File: src/rtl/glitch_free_demux_if.sv
// Stream bundle for the 1-to-N demux: one upstream valid/ready input,
// N registered downstream outputs, and the drop counter.
interface glitch_free_demux_if #(
  parameter int N = 4,
  parameter int W = 8
);
  localparam int SW = $clog2(N);

  logic [SW-1:0]  select;
  logic [W-1:0]   in_data;
  logic           in_valid;
  logic           in_last;
  logic           in_ready;
  logic [N*W-1:0] out_data;
  logic [N-1:0]   out_valid;
  logic [N-1:0]   out_last;
  logic [N-1:0]   out_ready;
  logic [7:0]     drop_count;

  // The source of traffic and sink of all output streams.
  modport master (
    output select, in_data, in_valid, in_last, out_ready,
    input  in_ready, out_data, out_valid, out_last, drop_count
  );

  // The demux itself.
  modport slave (
    input  select, in_data, in_valid, in_last, out_ready,
    output in_ready, out_data, out_valid, out_last, drop_count
  );
endinterface

File: src/rtl/glitch_free_demux.sv
// Packet-oriented 1-to-N stream demux with registered, glitch-free outputs.
// The route is latched on a packet's first beat and held until in_last.
module glitch_free_demux #(
  parameter int N = 4,
  parameter int W = 8
) (
  input logic              clk,
  input logic              rst,
  glitch_free_demux_if.slave bus
);
  localparam int SW = $clog2(N);
  localparam logic [SW:0] N_EXT = (SW+1)'(N);

  typedef enum logic [1:0] {
    IDLE  = 2'd0,
    ROUTE = 2'd1,
    DROP  = 2'd2
  } state_t;

  state_t              state;
  logic [SW-1:0]       sel_q;
  logic [SW-1:0]       sel_eff;
  logic                bad;
  logic                xfer;
  logic                tgt_busy;
  logic                in_ready;
  logic [N-1:0]        load;
  logic [7:0]          drop_q;
  logic [N-1:0][W-1:0] data_q;
  logic [N-1:0]        valid_q;
  logic [N-1:0]        last_q;

  // NOTE: every variable written here gets a default before any branch so
  // that no path leaves it unassigned and no latch is inferred.
  always_comb begin
    sel_eff  = (state == IDLE) ? bus.select : sel_q;
    bad      = (state == DROP) ||
               ((state == IDLE) && ({1'b0, bus.select} >= N_EXT));
    tgt_busy = 1'b0;
    for (int k = 0; k < N; k++) begin
      if (sel_eff == SW'(k)) tgt_busy = valid_q[k] & ~bus.out_ready[k];
    end
    // Only the targeted output can stall the input; dropped beats never stall.
    in_ready = bad | ~tgt_busy;
    xfer     = bus.in_valid & in_ready;
    load     = '0;
    for (int k = 0; k < N; k++) begin
      load[k] = xfer & ~bad & (sel_eff == SW'(k));
    end
  end

  // NOTE: sequential state uses non-blocking assignments so every register
  // samples pre-edge values regardless of statement order.
  always_ff @(posedge clk or negedge rst) begin
    if (!rst) begin
      state  <= IDLE;
      sel_q  <= '0;
      drop_q <= '0;
    end else if (xfer) begin
      if (state == IDLE) begin
        if (bad && (drop_q != 8'hFF)) drop_q <= drop_q + 8'd1;
        if (!bus.in_last) begin
          sel_q <= bus.select;
          state <= bad ? DROP : ROUTE;
        end
      end else if (bus.in_last) begin
        state <= IDLE;
      end
    end
  end

  // NOTE: the data/last registers are reset too, because their zero value
  // after reset is visible on the outputs, not just a don't-care.
  always_ff @(posedge clk or negedge rst) begin
    if (!rst) begin
      data_q  <= '0;
      last_q  <= '0;
      valid_q <= '0;
    end else begin
      for (int k = 0; k < N; k++) begin
        if (load[k]) begin
          data_q[k]  <= bus.in_data;
          last_q[k]  <= bus.in_last;
          valid_q[k] <= 1'b1;
        end else if (bus.out_ready[k]) begin
          valid_q[k] <= 1'b0;
        end
      end
    end
  end

  assign bus.in_ready   = in_ready;
  assign bus.out_data   = data_q;
  assign bus.out_valid  = valid_q;
  assign bus.out_last   = last_q;
  assign bus.drop_count = drop_q;
endmodule

File: src/flat_wrapper.sv
// flat-port wrapper written by rule: the top's interface ports become plain ports
module glitch_free_demux_flat 
#(
  parameter int N = 4,
  parameter int W = 8
)
  (clk, rst, bus_select, bus_in_data, bus_in_valid, bus_in_last, bus_out_ready, bus_in_ready, bus_out_data, bus_out_valid, bus_out_last, bus_drop_count);
  glitch_free_demux_if #(.N(N), .W(W)) bus_i ();
  input logic clk;
  input logic rst;
  input wire logic [$bits(bus_i.select)-1:0] bus_select;
  input wire logic [$bits(bus_i.in_data)-1:0] bus_in_data;
  input wire logic [$bits(bus_i.in_valid)-1:0] bus_in_valid;
  input wire logic [$bits(bus_i.in_last)-1:0] bus_in_last;
  input wire logic [$bits(bus_i.out_ready)-1:0] bus_out_ready;
  output wire logic [$bits(bus_i.in_ready)-1:0] bus_in_ready;
  output wire logic [$bits(bus_i.out_data)-1:0] bus_out_data;
  output wire logic [$bits(bus_i.out_valid)-1:0] bus_out_valid;
  output wire logic [$bits(bus_i.out_last)-1:0] bus_out_last;
  output wire logic [$bits(bus_i.drop_count)-1:0] bus_drop_count;
  assign bus_i.select = bus_select;
  assign bus_i.in_data = bus_in_data;
  assign bus_i.in_valid = bus_in_valid;
  assign bus_i.in_last = bus_in_last;
  assign bus_i.out_ready = bus_out_ready;
  assign bus_in_ready = bus_i.in_ready;
  assign bus_out_data = bus_i.out_data;
  assign bus_out_valid = bus_i.out_valid;
  assign bus_out_last = bus_i.out_last;
  assign bus_drop_count = bus_i.drop_count;
  glitch_free_demux #(.N(N), .W(W)) u_core (.clk(clk), .rst(rst), .bus(bus_i));
endmodule
File: config.mk
export PLATFORM = sky130hd
export DESIGN_NAME = glitch_free_demux_flat
export DESIGN_NICKNAME = d
export VERILOG_FILES = /design/src/rtl/glitch_free_demux_if.sv /design/src/rtl/glitch_free_demux.sv /design/src/flat_wrapper.sv
export SDC_FILE = /design/constraint.sdc
export NUM_CORES = 1
export LEC_CHECK = 0
export ABC_CLOCK_PERIOD_IN_PS = 2800
export BUFFER_PORTS_ARGS = -buffer_cell sky130_fd_sc_hd__clkbuf_2
export CAP_MARGIN = 20
export CORE_AREA = 2 2 58 82
export DETAILED_ROUTE_END_ITERATION = 7
export DIE_AREA = 0 0 60 84
export PLACE_DENSITY = 0.79
export SLEW_MARGIN = 10
export SYNTH_ARGS = -nofsm -noshare
export SYNTH_HDL_FRONTEND = slang
export SYNTH_SLANG_ARGS = --single-unit
File: constraint.sdc
create_clock -name clk -period 2.8 [get_ports clk]
set_input_delay 0.14 -clock clk [delete_from_list [all_inputs] [get_ports clk]]
set_output_delay 0.14 -clock clk [all_outputs]
set_load 0.005 [all_outputs]
==> metrics <==
status completed; Site Rows 29; fin crit share 85.66%; total I/O pin count 67; share of layout cells above drive strength 1 between 50% and 60%; core area approximately 4400 sq um; Critical Path Fanout Max 9; CTS sink cnt 52; setup violators final 0; combinational share of power about two fifths; Post-synth EDFFs 0; switching fraction of total power 32.33%; Lkg Pwr between 1 and 1.5 nW; Clock transition at path regs approximately 0.09 ns; Flop pwr share 45.6%; total gr overflow 0; initial antenna violation count 0; GRT Resource Usage Total a little under a fifth; PortBufs 66; type of the worst min-delay path in2reg; Final Critical Period 2.398 ns; Yosys cell types 28; kind of critical path reg2reg; DRC 0; Seq/Total Area, Yosys between 60% and 70%; ANT cells 0; asr flop ratio synth 100.0%; P_sw 879.0 uW; fmax approximately 420 MHz; Crit path arrival time roughly 2.6 ns; post-DP HPWL about 3200 um; syn avg cell area 14.29 sq um; power share of the clock group between 15 and 20%; Worst EP required between 2 and 3 ns; power per cell area around 1100 nW/um^2; CTS tree done; iteration-0 DRC count of the detailed router 20; DR pass1 iterations 4; ANT nets after route 0; Die Y around 84 um; DIE AREA between 5000 and 6000 sq um; largest net degree at the start of global routing 34; Hold Fails Final Rpt 0; final layout net count about 230; Ys Warns 0; final slew viol count 0; starting density of the core a little under half; clk_lat worst skew 0.29 ns; die width roughly 60 um; clk root buf clkbuf_8; hold slack approximately 0.11 ns; crit end category flip-flop; gp weighted congestion 0.8541; top_reg_cell synth dfrtp_1; Syn Nets roughly 170; first-pass GRT wire length between 6000 and 7000 um; vias in the first global route ~1400; post-synth design cell area 2086 sq um; Max transition margin between 50% and 60%; clock buffer count from CTS 5; Post-CTS Setup Bufs 0; setup TNS 0 ns; Area growth syn-to-layout 24.06%; Max Root-Sink Buffers 2; Worst Skew between 0.004 and 0.005 ns; H-tree depth 2; #FFs+latches synth 52; RSZ-0062 raised after global routing no; internal power about 1.8 mW; Peak VDD IR ~480 uV; final WL 4191 um; Worst-Margin Slew just over 0.6 ns; Post-Synthesis Cells between 100 and 150; number of max-cap violations 0; via count around 1400; startpoint class of the critical path flip-flop; Vias/cell approximately 5.0; drt wl/cell ~15 um
## what timing repair did
item,4_1_cts,5_1_grt
hold endpoints to repair,19,0
gates resized for setup,0,0
hold buffers,1,0
## sequential cells by signal, indices dropped and copies added, names as in the netlist
register and cells:
u_core.bus.drop_count 8, u_core.bus.out_data 32, u_core.bus.out_last 4, u_core.bus.out_valid 4
u_core.sel_q 2, u_core.state 2
## per-layer routing
metal  vias up  wire length (um)  global-route usage (%)  share of wire [%]
li1        644                 -                       -                  -
met1       684              1729                   24.48                 41
met2        58              2151                   28.46                 51
met3         6               274                   4.496                6.5
met4         0                36                   4.848               0.86
met5         -                 0                       0                  0
## stage by stage
step	cells	util, %	instance area (sq um)	setup WS (ns)	total power [mW]
after floorplan	146	-	2086	0.7853	1.814
after detailed placement	268	56.51	2481	0.4273	2.302
after CTS	277	58.93	2587	0.4137	2.751
after global placement	268	56.51	2481	0.5113	2.254
after global routing	277	58.93	2587	0.3096	2.899
final	277	58.93	2587	0.4015	2.719
## cells in the mapped netlist, types with 2 or more instances
library cell	instances	area [sq um]
dfrtp_1	52	1301
mux2_2	39	439.2
clkbuf_1	8	30.03
inv_1	4	15.01
nor2_1	4	15.01
nor2b_1	4	25.02
o21ai_0	4	20.02
a31oi_1	3	18.77
nand2_1	3	11.26
o21ai_2	3	26.28
nand2b_1	2	12.51
nor4b_1	2	17.52
o21bai_1	2	15.01
or2_2	2	12.51
## critical path: stages, from the launching register on
cell	delay, ns
dfrtp_1	0.45
or2_1	0.30
a31oi_1	0.35
o21ai_2	0.17
o31ai_4	0.60
mux2_2	0.41
## path summary, 6_finish.rpt
check                                      endpoint  depth (start not counted)  slack (ns)                     start
setup / recovery            u_core.bus.out_data[11]                          5        0.40           u_core.state[1]
hold / removal              u_core.bus.out_data[26]                          2        0.11            bus_in_data[2]
setup reg to reg            u_core.bus.out_data[11]                          5        0.40           u_core.state[1]
hold reg to reg            u_core.bus.drop_count[0]                          0        0.38  u_core.bus.drop_count[0]
max in group asynchronous   u_core.bus.out_data[27]                          3        1.67                       rst
min in group asynchronous   u_core.bus.out_valid[2]                          2        0.32                       rst
## placed cells by master (no fill, tap or decap), drive strengths merged
| cell type | count |
|---|---|
| o22ai | 1 |
| ha | 1 |
| buf | 3 |
| nor2 | 4 |
| o211ai | 1 |
| nor2b | 4 |
| o31ai | 1 |
| and4bb | 1 |
| a21boi | 1 |
| inv | 5 |
| or2b | 1 |
| o21ai | 8 |
| or3 | 1 |
| a31oi | 3 |
| dlygate4sd3 | 1 |
| o311a | 1 |
| nand2b | 2 |
| dfrtp | 52 |
| clkbuf | 72 |
| nor4 | 1 |
| o211a | 1 |
| nand2 | 3 |
| o21bai | 2 |
| mux2 | 39 |
| clkinv | 1 |
| nor4b | 2 |
| or2 | 3 |
## kinds of logic (layout without fill, tap and decap cells)
family | Yosys count | in the layout | synth area share (%)
simple gates | 22 | 22 | 6.419
flops | 52 | 52 | 62.39
compound gates | 19 | 19 | 7.139
mux | 39 | 39 | 21.06
fa+ha+maj | 1 | 1 | 0.5998
buf+inv | 13 | 82 | 2.399
## final cells by class
cell class / count / area [sq um]
Inverter: 4 / 15.01
Fill cell: 378 / 1803
Multi-Input combinational cell: 81 / 734.5
Tap cell: 62 / 77.57
Clock buffer: 6 / 82.58
Clock inverter: 2 / 13.76
Timing Repair Buffer: 70 / 362.8
Sequential cell: 52 / 1301
## power groups by stage
stage          clock (mW)  combinational (mW)  sequential [mW]
2_1_floorplan           0               0.557             1.26
3_3_place_gp            0                1.02             1.24
3_5_place_dp            0                1.05             1.26
4_1_cts             0.456                1.05             1.24
5_1_grt             0.485                1.13             1.28
6_report            0.441                1.04             1.24
Power figures use the tool's default switching activity.
